[config.mk]
export PLATFORM = sky130hd
export DESIGN_NAME = fetch_sequencer_flat
export DESIGN_NICKNAME = d
export VERILOG_FILES = /design/src/rtl/fetch_sequencer_if.sv /design/src/rtl/fetch_sequencer.sv /design/src/flat_wrapper.sv
export SDC_FILE = /design/constraint.sdc
export NUM_CORES = 1
export LEC_CHECK = 0
export CAP_MARGIN = 20
export CORE_MARGIN = 2
export CORE_UTILIZATION = 51
export CTS_CLUSTER_SIZE = 30
export DETAILED_ROUTE_END_ITERATION = 10
export HOLD_SLACK_MARGIN = 0.15
export PLACE_DENSITY = 0.82
export SLEW_MARGIN = 10
export SYNTH_ARGS = -nofsm -noshare
export SYNTH_HDL_FRONTEND = slang
export SYNTH_SLANG_ARGS = --single-unit
[constraint.sdc]
create_clock -name clk -period 2.9 [get_ports clk]
set_clock_uncertainty 0.1 [all_clocks]
set_input_delay 0.29 -clock clk [delete_from_list [all_inputs] [get_ports clk]]
set_output_delay 0.29 -clock clk [all_outputs]
set_load 0.005 [all_outputs]
[src/rtl/fetch_sequencer_if.sv]
// Handshake bundle between the fetch sequencer, the fetch unit and decode.
// Signal names carry their direction as seen from the sequencer.
interface fetch_sequencer_if #(
    parameter int XLEN      = 32,
    parameter int IMDATALEN = 32
);
    logic                 o_fetch_valid;
    logic                 i_fetch_ready;
    logic [XLEN-1:0]      o_fetch_addr;
    logic                 i_instr_valid;
    logic                 o_instr_ready;
    logic [IMDATALEN-1:0] i_instr_data;
    logic                 i_redirect_valid;
    logic [XLEN-1:0]      i_redirect_pc;
    logic                 o_dec_valid;
    logic                 i_dec_ready;
    logic [IMDATALEN-1:0] o_dec_instr;
    logic [XLEN-1:0]      o_dec_pc;

    modport master (
        output o_fetch_valid, o_fetch_addr, o_instr_ready,
        output o_dec_valid, o_dec_instr, o_dec_pc,
        input  i_fetch_ready, i_instr_valid, i_instr_data,
        input  i_redirect_valid, i_redirect_pc, i_dec_ready
    );

    modport slave (
        input  o_fetch_valid, o_fetch_addr, o_instr_ready,
        input  o_dec_valid, o_dec_instr, o_dec_pc,
        output i_fetch_ready, i_instr_valid, i_instr_data,
        output i_redirect_valid, i_redirect_pc, i_dec_ready
    );
endinterface

[src/rtl/fetch_sequencer.sv]
// Program-counter owner for instruction fetch: issues word-aligned reads, tags them
// with PC and epoch, drops responses made stale by a redirect and feeds decode.
module fetch_sequencer #(
    parameter int              XLEN            = 32,
    parameter int              IMDATALEN       = 32,
    parameter logic [XLEN-1:0] RESET_PC        = 32'h0000_0000,
    parameter int              MAX_OUTSTANDING = 2
) (
    input  logic               clk,
    input  logic               rstn,
    fetch_sequencer_if.master  bus
);
    localparam int PTR_W = (MAX_OUTSTANDING > 1) ? $clog2(MAX_OUTSTANDING) : 1;
    localparam int CNT_W = $clog2(MAX_OUTSTANDING + 1);
    localparam logic [PTR_W-1:0] PTR_LAST = PTR_W'(MAX_OUTSTANDING - 1);
    localparam logic [PTR_W-1:0] PTR_ONE  = PTR_W'(1'b1);
    localparam logic [CNT_W-1:0] CNT_ONE  = CNT_W'(1'b1);
    localparam logic [CNT_W:0]   MAX_CNT  = (CNT_W + 1)'(MAX_OUTSTANDING);
    localparam logic [XLEN-1:0]  PC_STEP  = XLEN'(32'd4);
    localparam logic [XLEN-1:0]  PC_MASK  = ~(XLEN'(32'd3));

    typedef enum logic [0:0] {
        ST_IDLE = 1'b0,
        ST_RUN  = 1'b1
    } state_e;

    state_e                state_q;
    logic [XLEN-1:0]       pc_q;
    logic                  epoch_q;
    logic                  ar_valid_q;
    logic [XLEN-1:0]       ar_addr_q;
    logic                  ar_epoch_q;
    logic [XLEN-1:0]       tag_pc_q [MAX_OUTSTANDING];
    logic                  tag_ep_q [MAX_OUTSTANDING];
    logic [PTR_W-1:0]      wr_ptr_q;
    logic [PTR_W-1:0]      rd_ptr_q;
    logic [CNT_W-1:0]      count_q;
    logic [CNT_W-1:0]      count_d;
    logic                  dec_valid_q;
    logic [IMDATALEN-1:0]  dec_instr_q;
    logic [XLEN-1:0]       dec_pc_q;

    logic                  ar_hs;
    logic                  r_hs;
    logic                  fifo_ne;
    logic                  head_stale;
    logic                  instr_ready;
    logic                  issue;
    logic [CNT_W:0]        in_flight;

    function automatic logic [PTR_W-1:0] ptr_inc(input logic [PTR_W-1:0] p);
        return (p == PTR_LAST) ? {PTR_W{1'b0}} : (p + PTR_ONE);
    endfunction

    // Handshake detection, staleness of the oldest tag and the issue decision.
    always_comb begin
        ar_hs       = ar_valid_q & bus.i_fetch_ready;
        fifo_ne     = (count_q != {CNT_W{1'b0}});
        head_stale  = (tag_ep_q[rd_ptr_q] != epoch_q) | bus.i_redirect_valid;
        instr_ready = fifo_ne & (head_stale | ~dec_valid_q | bus.i_dec_ready);
        r_hs        = bus.i_instr_valid & instr_ready;
        in_flight   = {1'b0, count_q} + {{CNT_W{1'b0}}, ar_valid_q};
        issue       = (state_q == ST_RUN) & ~bus.i_redirect_valid &
                      (~ar_valid_q | ar_hs) & (in_flight < MAX_CNT);
        case ({ar_hs, r_hs})
            2'b10:   count_d = count_q + CNT_ONE;
            2'b01:   count_d = count_q - CNT_ONE;
            default: count_d = count_q;
        endcase
    end

    // Sequencer state: FSM, PC/epoch, AR register, tag FIFO and decode stage.
    always_ff @(posedge clk or negedge rstn) begin
        if (!rstn) begin
            state_q     <= ST_IDLE;
            pc_q        <= RESET_PC;
            epoch_q     <= 1'b0;
            ar_valid_q  <= 1'b0;
            ar_addr_q   <= RESET_PC;
            ar_epoch_q  <= 1'b0;
            for (int i = 0; i < MAX_OUTSTANDING; i++) begin
                tag_pc_q[i] <= {XLEN{1'b0}};
                tag_ep_q[i] <= 1'b0;
            end
            wr_ptr_q    <= {PTR_W{1'b0}};
            rd_ptr_q    <= {PTR_W{1'b0}};
            count_q     <= {CNT_W{1'b0}};
            dec_valid_q <= 1'b0;
            dec_instr_q <= {IMDATALEN{1'b0}};
            dec_pc_q    <= {XLEN{1'b0}};
        end else begin
            case (state_q)
                ST_IDLE: state_q <= ST_RUN;
                ST_RUN:  state_q <= ST_RUN;
                default: state_q <= ST_IDLE;
            endcase

            // A redirect wins over sequential issue; the epoch flip makes every older tag stale.
            if (bus.i_redirect_valid) begin
                pc_q    <= bus.i_redirect_pc & PC_MASK;
                epoch_q <= ~epoch_q;
            end else if (issue) begin
                pc_q    <= pc_q + PC_STEP;
            end

            if (issue) begin
                ar_valid_q <= 1'b1;
                ar_addr_q  <= pc_q;
                ar_epoch_q <= epoch_q;
            end else if (ar_hs) begin
                ar_valid_q <= 1'b0;
            end

            if (ar_hs) begin
                tag_pc_q[wr_ptr_q] <= ar_addr_q;
                tag_ep_q[wr_ptr_q] <= ar_epoch_q;
                wr_ptr_q           <= ptr_inc(wr_ptr_q);
            end
            if (r_hs) begin
                rd_ptr_q <= ptr_inc(rd_ptr_q);
            end
            count_q <= count_d;

            if (bus.i_redirect_valid) begin
                dec_valid_q <= 1'b0;
            end else if (r_hs && !head_stale) begin
                dec_valid_q <= 1'b1;
                dec_instr_q <= bus.i_instr_data;
                dec_pc_q    <= tag_pc_q[rd_ptr_q];
            end else if (bus.i_dec_ready) begin
                dec_valid_q <= 1'b0;
            end
        end
    end

    assign bus.o_fetch_valid = ar_valid_q;
    assign bus.o_fetch_addr  = ar_addr_q;
    assign bus.o_instr_ready = instr_ready;
    assign bus.o_dec_valid   = dec_valid_q;
    assign bus.o_dec_instr   = dec_instr_q;
    assign bus.o_dec_pc      = dec_pc_q;
endmodule

[src/flat_wrapper.sv]
// flat-port wrapper written by rule: the top's interface ports become plain ports
module fetch_sequencer_flat 
#(
    parameter int              XLEN            = 32,
    parameter int              IMDATALEN       = 32,
    parameter logic [XLEN-1:0] RESET_PC        = 32'h0000_0000,
    parameter int              MAX_OUTSTANDING = 2
)
  (clk, rstn, bus_o_fetch_valid, bus_o_fetch_addr, bus_o_instr_ready, bus_o_dec_valid, bus_o_dec_instr, bus_o_dec_pc, bus_i_fetch_ready, bus_i_instr_valid, bus_i_instr_data, bus_i_redirect_valid, bus_i_redirect_pc, bus_i_dec_ready);
  fetch_sequencer_if #(.XLEN(XLEN), .IMDATALEN(IMDATALEN)) bus_i ();
  input  logic clk;
  input  logic rstn;
  output wire logic [$bits(bus_i.o_fetch_valid)-1:0] bus_o_fetch_valid;
  output wire logic [$bits(bus_i.o_fetch_addr)-1:0] bus_o_fetch_addr;
  output wire logic [$bits(bus_i.o_instr_ready)-1:0] bus_o_instr_ready;
  output wire logic [$bits(bus_i.o_dec_valid)-1:0] bus_o_dec_valid;
  output wire logic [$bits(bus_i.o_dec_instr)-1:0] bus_o_dec_instr;
  output wire logic [$bits(bus_i.o_dec_pc)-1:0] bus_o_dec_pc;
  input wire logic [$bits(bus_i.i_fetch_ready)-1:0] bus_i_fetch_ready;
  input wire logic [$bits(bus_i.i_instr_valid)-1:0] bus_i_instr_valid;
  input wire logic [$bits(bus_i.i_instr_data)-1:0] bus_i_instr_data;
  input wire logic [$bits(bus_i.i_redirect_valid)-1:0] bus_i_redirect_valid;
  input wire logic [$bits(bus_i.i_redirect_pc)-1:0] bus_i_redirect_pc;
  input wire logic [$bits(bus_i.i_dec_ready)-1:0] bus_i_dec_ready;
  assign bus_o_fetch_valid = bus_i.o_fetch_valid;
  assign bus_o_fetch_addr = bus_i.o_fetch_addr;
  assign bus_o_instr_ready = bus_i.o_instr_ready;
  assign bus_o_dec_valid = bus_i.o_dec_valid;
  assign bus_o_dec_instr = bus_i.o_dec_instr;
  assign bus_o_dec_pc = bus_i.o_dec_pc;
  assign bus_i.i_fetch_ready = bus_i_fetch_ready;
  assign bus_i.i_instr_valid = bus_i_instr_valid;
  assign bus_i.i_instr_data = bus_i_instr_data;
  assign bus_i.i_redirect_valid = bus_i_redirect_valid;
  assign bus_i.i_redirect_pc = bus_i_redirect_pc;
  assign bus_i.i_dec_ready = bus_i_dec_ready;
  fetch_sequencer #(.XLEN(XLEN), .IMDATALEN(IMDATALEN), .RESET_PC(RESET_PC), .MAX_OUTSTANDING(MAX_OUTSTANDING)) u_core (.clk(clk), .rstn(rstn), .bus(bus_i));
endmodule
== After elaboration in Yosys (flattened, before gate mapping) ==
Index checks and enable logic that the tools add are counted.

* Flip-flop bits (word level): 203
* Output and inout port bits: 99
* Word-level logic and storage cells: 76

* Equal/unequal tests: 3
* $add $sub $neg: 6
* Mux-type cells: 22
* Bitwise logic cells: 16
* Reductions and logical operators: 9
* Order comparisons: 4

{| class="wikitable"
|+ Operators with widths
! cell !! count
|-
| $mux 32 || 6
|-
| $bwmux 64 || 1
|-
| $add 32x3->32 const B || 1
|-
| $demux 32 s1 || 1
|-
| $mux 1 || 11
|-
| $reduce_bool 2->1 || 4
|-
| $and 1x1->1 || 6
|-
| $ge 2x2->1 const B || 2
|-
| $not 1->1 || 4
|-
| $not 1->2 || 2
|-
| $or 1x1->1 || 4
|-
| $pmux 2 s2 || 1
|-
| $add 2x1->3 || 1
|-
| $lt 3x2->1 const B || 1
|-
| $reduce_bool 3->1 || 1
|-
| $add 1x1->1 const B || 2
|-
| $add 2x1->2 const B || 1
|-
| $bwmux 2 || 1
|-
| $eq 2x1->1 const B || 1
|-
| $eq 2x2->1 const B || 1
|-
| $logic_and 1x1->1 || 2
|-
| $lt 2x1->1 const B || 1
|-
| $reduce_and 2->1 || 1
|-
| $sub 2x1->2 const B || 1
|-
| other kinds (3) || 3
|}

== Logic depth before layout (Yosys ltp) ==
Gate-level depths: netlist (run 1).

* Depth in word-level cells: 13
* Gate-level depth with buffers: 9
* Depth with buffers taken out: 8

== Least setup slack after synthesis (run 1) ==
OpenSTA, ideal clock, no wires.

* Kind: reg-to-reg
* From: reg u_core.rd_ptr_q
* To: reg u_core.dec_instr_q[10] (netlist: u_core.bus.o_dec_instr[10])
* Period minus slack after synthesis: 2.070 ns
* Path slack: 0.830 ns
* Library setup time: 0.125 ns
* Arrival time: 1.844 ns
* Cell stages (with the launch flop): 8
* Cells stage by stage: dfrtp_1 buf_2 mux2i_1 xnor2_1 or4b_4 buf_6 buf_6 mux2_4

* Longest elaborated chain between the ends: 12
* Elaborated cells between the ends (all ways): 13
* Those cells by class: eq/ne (1); mux (3); bitwise (6); reduce/logical (3)

{| class="wikitable"
|+ RTL lines
! what !! line !! text
|-
| start, declared || fetch_sequencer.sv:36 || <nowiki>logic [PTR_W-1:0] rd_ptr_q;</nowiki>
|-
| start signal, assigned || fetch_sequencer.sv:86 || <nowiki>rd_ptr_q <= {PTR_W{1'b0}};</nowiki>
|-
| start signal, assigned || fetch_sequencer.sv:120 || <nowiki>rd_ptr_q <= ptr_inc(rd_ptr_q);</nowiki>
|-
| $not 1->2 (implied by the code) * || fetch_sequencer.sv:59 || <nowiki>head_stale = (tag_ep_q[rd_ptr_q] != epoch_q) | bus.i_redirect_valid;</nowiki>
|-
| $mux 1 (implied by the code) * (3 in a row) || fetch_sequencer.sv:59 ||
|-
| $ne 1x1->1 * || fetch_sequencer.sv:59 ||
|-
| $or 1x1->1 * || fetch_sequencer.sv:59 ||
|-
| $or 1x1->1 (2 in a row) || fetch_sequencer.sv:60 || <nowiki>instr_ready = fifo_ne & (head_stale | ~dec_valid_q | bus.i_dec_ready);</nowiki>
|-
| $and 1x1->1 || fetch_sequencer.sv:60 ||
|-
| $and 1x1->1 || fetch_sequencer.sv:61 || <nowiki>r_hs = bus.i_instr_valid & instr_ready;</nowiki>
|-
| $logic_and 1x1->1 * || fetch_sequencer.sv:126 || <nowiki>end else if (r_hs && !head_stale) begin</nowiki>
|-
| $reduce_and 2->1 (no line) * || -- ||
|-
| end signal, assigned || fetch_sequencer.sv:89 || <nowiki>dec_instr_q <= {IMDATALEN{1'b0}};</nowiki>
|-
| end signal, assigned || fetch_sequencer.sv:128 || <nowiki>dec_instr_q <= bus.i_instr_data;</nowiki>
|-
| end, declared || fetch_sequencer.sv:40 || <nowiki>logic [IMDATALEN-1:0] dec_instr_q;</nowiki>
|}

Mark *: on every way between the ends. The rest lies on a longest branch, timed or not. The select of a mux whose other input is x is not followed.
A chain may end at the register's enable or synchronous reset.

== Worst setup path in the final report (run 1) ==
* From: reg u_core.rd_ptr_q
* To: out bus_o_instr_ready

* Longest elaborated chain between the ends: 9

{| class="wikitable"
|+ RTL lines
! what !! line !! text
|-
| $not 1->2 (implied by the code) || fetch_sequencer.sv:59 ||
|-
| $mux 1 (implied by the code) (3 in a row) || fetch_sequencer.sv:59 ||
|-
| $ne 1x1->1 || fetch_sequencer.sv:59 ||
|-
| $or 1x1->1 || fetch_sequencer.sv:59 ||
|-
| $or 1x1->1 (2 in a row) || fetch_sequencer.sv:60 ||
|-
| $and 1x1->1 || fetch_sequencer.sv:60 ||
|-
| end, declared || flat_wrapper.sv:15 || <nowiki>output wire logic [$bits(bus_i.o_instr_ready)-1:0] bus_o_instr_ready;</nowiki>
|}

Every way passes these cells. The select of a mux whose other input is x is not followed.

==> results.md, run 1 <==
- Status: complete, no violations
- Sequential cell fraction of total power: 0.433
- Max Fclk: 438.4 MHz
- Slowest-stage cell, CP: clkdlybuf4s50_1
- Overall routed net length: 18,620 um
- Number of enable flip-flop cells after synthesis: 0
- Peak supply drop: 0.4652 mV
- Arrival time worst endpoint: 1.89 ns
- Cell count after synthesis: 703
- DRC violation total after the first TritonRoute iteration: 437
- Layout-stage area growth over the synthesis result: 29.51%
- Final-stage net count: 935
- Worst hold path type: in2reg
- DP Cell Count: 1,059
- Count of state elements after synthesis: 193
- Via total after detailed routing: 5,830
- Die Outline Area: 17,300 sq um
- Unique cell type count in the Yosys netlist: 52
- Proportion of synthesized flip-flops having asynchronous set or reset: 1.000
- Critical R2R Launch: u_core.count_q[1]$_DFFE_PN0P_
- Type of element capturing the critical path: primary output
- Global-route wire length before repair: 30,810 um
- Die span in x: 131.5 um
- Part of the power in the clock network: 0.214
- Max clock buf depth: 2
- Overall power of the completed layout: 0.01057 W
- Capturing point of the worst reg2reg path: u_core.pc_q[26]$_DFFE_PN0N_
- Root cell of the clock tree: clkbuf_16
- Minimum clock period: 2.281 ns
- Ratio of final minimum period to clock period: 0.7866
- Antenna violation net count after detailed routing: 0
- Die Height: 131.5 um
- Number of hold-slack violations in the final timing report: 0
- Number of cells upsized or downsized after cts: 0
- Final number of max-transition violations: 0
- Transition time of the tightest slew-check pin: 0.7166 ns
- Proportion of netlist area held by the largest area contributor: 0.5823
- Antenna cells: 0
- Number of antenna violations at the first check in global routing: 0
- Delay of the slowest critical-path stage: 0.50 ns
- Category of the worst setup path launch point: flop
- Non-filler instance count after layout: 1,088
- Global-route usage over all layers: 0.2219
- Share of power burned in combinational logic: 0.352
- Max-slew headroom at the worst pin: 0.5222
- Initial core utilization: 0.5221
- Clock edge transition at the registers on the reported setup and hold paths: 0.07 ns
- Placed Instance Area: 10,170 sq um
- Most common cell on crit path: nor2_1
- Top flip-flop cell by instance count after synthesis: dfrtp_1
- H-tree levels: 4
- Post-Place Worst Slack: 0.2234 ns
- Largest cells by area after synthesis: dfrtp_1 58%, mux2_2 8.8%, nand2_1 7.0%, mux2_4 5.2%, mux2i_1 4.0%
- Max-cap violations: 0
- Power per cell area: 983.6 nW/um^2
- Minimum setup slack in the final design: 0.6189 ns
- Internal power: 0.007468 W
- Chain of cells forming the critical path: mux2i_1 > xnor2_1 > nor2_1 > nor2_1 > clkdlybuf4s50_1
- Number of buffers added on ports: 162
- Per-cell routed wire length: 17.11 um
- Static Leakage: 4.944 nW
- Required time of the critical path: 2.51 ns
- Top cell type by total area after synthesis: dfrtp_1
- Maximum number of pins on one net before global-route repair: 90
- Post-CTS setup buffers: 0
- Remaining DRCs: 0
- Area of the core region: 15,890 sq um
- Top-Level Pins: 169
- Most common cell after layout, fill and taps aside: dfrtp_1
- Endpoint, Worst Hold: u_core.pc_q[17]$_DFFE_PN0N_
- TritonCTS buffer count: 17
- Crit-path max FO: 2
- Startpoint of the lowest-slack hold path: bus_i_redirect_pc[17]
- Number of stages on the worst hold path: 3
- Count of synthesis-stage warnings from yosys: 0
- Vias per cell: 5.358
- Total Negative Setup Slacks: 0 ns
- Worst setup path class: reg2out
- Std cell rows: 46
- Most frequent cells in the layout: 192 x dfrtp_1, 161 x clkdlybuf4s50_1, 154 x nand2_1
- Worst Reg2Reg Path Length in Cells: 5
- Post-DP HPWL: 12,950 um
- CTS tree: yes
- Via count of the first global-routing pass: 5,775
- Clock insertion delay at the later pin of the skew report: 0.43 ns
- Fraction of final layout cells sized beyond drive strength 1: 0.1709
- Share of synthesized area occupied by flip-flops and latches: 0.5823
- Placer Congestion: 0.8297
- Unrepaired setup endpoints after global routing: false
- Final standard cell area without fillers: 10,740 sq um
- 1st-pass router iterations: 5
- Slack of the worst reg-to-reg path: 0.64 ns
- Sink Count: 193
- Average cell area after synthesis: 11.80 sq um
- Switching Share: 0.2932
- Setup violators final: 0
- Number of hold buffers added after CTS: 1
- Overall overflow remaining after global route: 0
- Mapped cell area: 8294 sq um
- Switching power of the nets: 0.003097 W
## worst max path at each step
stage / startpoint / slack (ns) / to / cells after the start
after global placement: bus_i_redirect_valid / 0.25 / u_core.pc_q[26]$_DFFE_PN0N_ / 6
final: u_core.rd_ptr_q$_DFFE_PN0N_ / 0.62 / bus_o_instr_ready / 5
after global routing: bus_i_redirect_valid / 0.50 / u_core.pc_q[26]$_DFFE_PN0N_ / 6
after CTS: u_core.rd_ptr_q$_DFFE_PN0N_ / 0.58 / bus_o_instr_ready / 5
after floorplan: u_core.rd_ptr_q$_DFFE_PN0N_ / 0.83 / u_core.bus.o_dec_instr[10]$_DFFE_PN0P_ / 7
after detailed placement: bus_i_redirect_valid / 0.22 / u_core.pc_q[26]$_DFFE_PN0N_ / 6
## power by group through the flow
| stage | Combinational (W) | Sequential [W] | Clock, W |
|---|---|---|---|
| after floorplan | 0.00195 | 0.00448 | 0 |
| final | 0.00372 | 0.00457 | 0.00227 |
| after CTS | 0.00378 | 0.00458 | 0.00231 |
| after global placement | 0.00364 | 0.00455 | 0 |
| after global routing | 0.00405 | 0.00474 | 0.00240 |
| after detailed placement | 0.00376 | 0.00461 | 0 |
## state kept, by name (all words and copies together), names as in the netlist
register / cells
u_core.ar_epoch_q: 1
u_core.state_q: 1
u_core.epoch_q: 1
u_core.bus.o_fetch_valid: 1
u_core.tag_ep_q: 2
u_core.pc_q: 30
u_core.tag_pc_q: 60
u_core.bus.o_dec_valid: 1
u_core.bus.o_fetch_addr: 30
u_core.rd_ptr_q: 1
u_core.wr_ptr_q: 1
u_core.count_q: 2
u_core.bus.o_dec_instr: 32
u_core.bus.o_dec_pc: 30
## cell families after synthesis
logic type	share of synthesized area
AO/OA/AOI/OAI	0.07256
XOR/XNOR	0.008447
adder cells (fa/ha/maj)	0.003017
buffers and inverters	0.02941
flip-flops	0.5823
multiplexers	0.1806
other	0.0009055
AND/OR/NAND/NOR	0.1228
## critical path: cells and delay by family (launching register included)
family	cells	cell delay, ns
buffers and inverters	1	0.50
flip-flops	1	0.41
AND/OR/NAND/NOR	2	0.20
multiplexers	1	0.18
XOR/XNOR	1	0.17
## synthesized netlist by cell type, types with 2 or more instances
master / count
a21o_1: 2
a21oi_1: 4
a221o_1: 6
a31o_2: 2
and2_1: 2
and3_1: 5
buf_1: 8
buf_2: 3
buf_4: 4
buf_6: 4
clkbuf_1: 23
conb_1: 2
dfrtp_1: 193
ha_1: 2
inv_1: 9
mux2_2: 65
mux2_4: 29
mux2i_1: 33
nand2_1: 154
nand2b_1: 2
nand3_1: 14
nand3b_1: 2
nand4_1: 9
nor2_1: 14
nor2b_1: 2
nor3_1: 4
nor3b_1: 2
nor4_1: 2
nor4_4: 2
o211ai_1: 9
o21ai_0: 42
o21ai_1: 10
o221ai_1: 2
o311ai_0: 7
or2_2: 4
or4_1: 4
xnor2_1: 4
xor2_1: 4
## stage by stage
step	utilization	hold slack, ns
final	0.6762	0.3382
after global routing	0.6762	0.3629
after CTS	0.6762	0.3185
after detailed placement	0.6404	0.2965
after global placement	0.6404	0.2928
after floorplan	-	-0.1056
## final cells by class
class | instances | area (sq um)
clock inverter | 5 | 81.33
timing repair buffer | 180 | 1800
tap | 216 | 270.3
inverter | 10 | 37.54
fill | 1220 | 5144
multi-input combinational | 461 | 3243
sequential | 193 | 4831
clock buffer | 23 | 478.0
## routing by layer
layer,share of wire,global-route usage
met3,0.040,0.04437
met2,0.49,0.3665
met4,0.011,0.06522
met1,0.46,0.2987
met5,0,0
No activity file was read; power rests on OpenSTA's default activity.
==> run 2, diff against run 1 <==
==> constraint.sdc (replaced) <==
create_clock -name clk -period 2.35 [get_ports clk]
set_clock_uncertainty 0.1 [all_clocks]
set_input_delay 0.235 -clock clk [delete_from_list [all_inputs] [get_ports clk]]
set_output_delay 0.235 -clock clk [all_outputs]
set_load 0.005 [all_outputs]
==> results.md, run 2 (synthesis gave the netlist of run 1 again) <==
- Status: complete, no violations
- Initial core utilization: 0.5221 (unchanged)
- Total area of multi-input combinational cells: 3247 sq um (+0.12%)
- Most frequent cells in the layout: 192 x dfrtp_1, 161 x clkdlybuf4s50_1, 154 x nand2_1
- Post-CTS setup buffers: 0 (unchanged)
- Total Negative Setup Slacks: 0 ns (unchanged)
- Setup violators final: 0 (unchanged)
- Number of buffers added on ports: 162 (unchanged)
- Slowest-stage cell, CP: or4_1
- Buffers and inverters on the worst path: 0 (-1)
- Most common cell after layout, fill and taps aside: dfrtp_1
- DRC violation total after the first TritonRoute iteration: 422 (-3.4%)
- Minimum setup slack in the final design: 0.1333 ns (-0.4856 ns)
- Antenna violation net count after detailed routing: 0 (unchanged)
- Type of element capturing the critical path: flop
- Final-stage net count: 947 (+1.3%)
- Post-layout utilization of the core: 0.6819 (+0.005671)
- Top-Level Pins: 169 (unchanged)
- FF/Latch Area: 4831 sq um (unchanged)
- Antenna cells: 0 (unchanged)
- Clock insertion delay at the later pin of the skew report: 0.43 ns (about the same)
- Sink Count: 193 (unchanged)
- Global-route usage over all layers: 0.2220 (about the same)
- Root cell of the clock tree: clkbuf_16
- Area of the core region: 15,890 sq um (unchanged)
- Overall power of the completed layout: 0.01299 W (+23%)
- Via total after detailed routing: 5,913 (+1.4%)
- Cell family with most CP delay: simple AND/OR/NAND/NOR gates
- Global-route wire length before repair: 30,720 um (-0.29%)
- Placed Instance Area: 10,260 sq um (+0.88%)
- Per-cell routed wire length: 16.64 um (-2.7%)
- TritonCTS buffer count: 17 (unchanged)
- Fraction of final layout cells sized beyond drive strength 1: 0.1892 (+0.01832)
- Vias per cell: 5.356 (about the same)
- Max-cap violations: 0 (unchanged)
- Post-Place Worst Slack: -0.02153 ns (-0.2450 ns)
- Unrepaired setup endpoints after global routing: false
- Worst hold path type: in2async
- Fill cells: 1,200 (-1.6%)
- Max-slew headroom at the worst pin: 0.4234 (-0.09882)
- Chain of cells forming the critical path: nand4_2 > or4_1 > nor3_1 > mux2i_1 > a221o_1
- Final standard cell area without fillers: 10,830 sq um (+0.84%)
- Required time of the critical path: 2.57 ns (+0.06 ns)
- Arrival time worst endpoint: 2.43 ns (+0.54 ns)
- Transition time of the tightest slew-check pin: 0.8649 ns (+0.1482 ns)
- Number of antenna violations at the first check in global routing: 0 (unchanged)
- Category of the worst setup path launch point: flop
- Layout-stage area growth over the synthesis result: 30.59%
- H-tree levels: 4 (unchanged)
- Final number of max-transition violations: 0 (unchanged)
- Ratio of final minimum period to clock period: 0.9433
- Via count of the first global-routing pass: 5,873 (+1.7%)
- Die Outline Area: 17,300 sq um (unchanged)
- Delay of the slowest critical-path stage: 0.70 ns (+0.20 ns)
- Clock edge transition at the registers on the reported setup and hold paths: 0.07 ns (about the same)
- Max Fclk: 451.1 MHz
- 1st-pass router iterations: 5 (unchanged)
- Remaining DRCs: 0 (unchanged)
- Crit-path max FO: 7 (+5)
- Worst setup path class: reg2reg
- Minimum clock period: 2.217 ns
- Max reg flops: 60 (unchanged)
- CTS tree: yes
- Max clock buf depth: 2 (unchanged)
- Peak supply drop: 0.6183 mV (+33%)
- Overall routed net length: 18,370 um (-1.3%)
- Std cell rows: 46 (unchanged)
- Register with the highest flop count: u_core.tag_pc_q
- Maximum number of pins on one net before global-route repair: 66 (-27%)
- Placer Congestion: 0.8503 (+2.5%)
- Number of hold-slack violations in the final timing report: 0 (unchanged)
- Die span in x: 131.5 um (unchanged)
- Post-DP HPWL: 12,880 um (-0.55%)
- Static Leakage: 5.004 nW (+1.2%)
- Overall overflow remaining after global route: 0 (unchanged)
- Die Height: 131.5 um (unchanged)
- Power per cell area: 1199 nW/um^2 (+22%)
[run 2: cell count changes in the layout (fill, tap and decap cells not counted)]
cell	change
bufinv_16	-1
clkbuf_8	-2
clkinv_2	+4
or4_4	+1
clkinv_4	+1
clkinvlp_4	+2
inv_6	+2
or4_1	-1
clkbuf_1	-2
buf_4	+12
[run 2: layout make-up]
class | instances | share of cell area
sequential | 193 | 0.4460
multi-input combinational | 461 | 0.2998
timing repair buffer | 192 | 0.1745
clock buffer | 19 | 0.04089
tap | 216 | 0.02495
clock inverter | 13 | 0.01040
inverter | 10 | 0.003465
[run 2: repair_timing]
| action | in CTS | in global routing |
|---|---|---|
| gates resized for setup | 0 | 1 |
| setup endpoints to repair | 0 | 3 |
| hold endpoints to repair | 78 | 0 |
| hold buffers | 1 | 0 |
[run 2: power by group]
part           internal (W)  total, W  switching (W)  leakage, nW
Clock               0.00149   0.00272        0.00123        0.269
Combinational       0.00292   0.00464        0.00172         2.32
Sequential          0.00470   0.00563       0.000935         2.42
Total               0.00910    0.0130        0.00389         5.00
[run 2: final timing paths]
path | startpoint | to | slack, ns | cells past startpoint
min | rstn | u_core.bus.o_dec_instr[27]$_DFFE_PN0P_ | 0.25 | 2
max in group asynchronous | rstn | u_core.tag_pc_q[59]$_DFFE_PN0P_ | 1.20 | 3
max | u_core.pc_q[11]$_DFFE_PN0N_ | u_core.pc_q[19]$_DFFE_PN0N_ | 0.13 | 5
min in group clk | bus_i_redirect_pc[17] | u_core.pc_q[17]$_DFFE_PN0N_ | 0.28 | 3
min reg2reg | u_core.bus.o_dec_pc[4]$_DFFE_PN0P_ | u_core.bus.o_dec_pc[4]$_DFFE_PN0P_ | 0.38 | 2
max reg2reg | u_core.pc_q[11]$_DFFE_PN0N_ | u_core.pc_q[19]$_DFFE_PN0N_ | 0.13 | 5
[run 2: metrics by stage]
step	hold WS [ns]	std cells
final	0.2499	1104
after global routing	0.2947	1104
after CTS	0.2672	1104
after detailed placement	0.1694	1071
after global placement	0.1706	1071
after floorplan	-0.1606	706
[run 2: layer usage]
layer	share of wire	routed length [um]	up-vias	track usage
met1	0.45	8338	2911	0.3090
met5	0	0	-	0
met3	0.047	861	29	0.04475
met2	0.48	8761	190	0.3479
li1	-	-	2783	-
met4	0.022	412	0	0.08031
==> run 3, diff against run 2 <==
--- a/config.mk
+++ b/config.mk
@@ -10,6 +10,7 @@
 export CORE_UTILIZATION = 51
 export CTS_CLUSTER_SIZE = 30
 export DETAILED_ROUTE_END_ITERATION = 10
+export GPL_ROUTABILITY_DRIVEN = 1
 export HOLD_SLACK_MARGIN = 0.15
 export PLACE_DENSITY = 0.82
 export SLEW_MARGIN = 10
==> results of run 3 <==
Same layout as run 2: the final DEF is identical, and so are final timing and power.
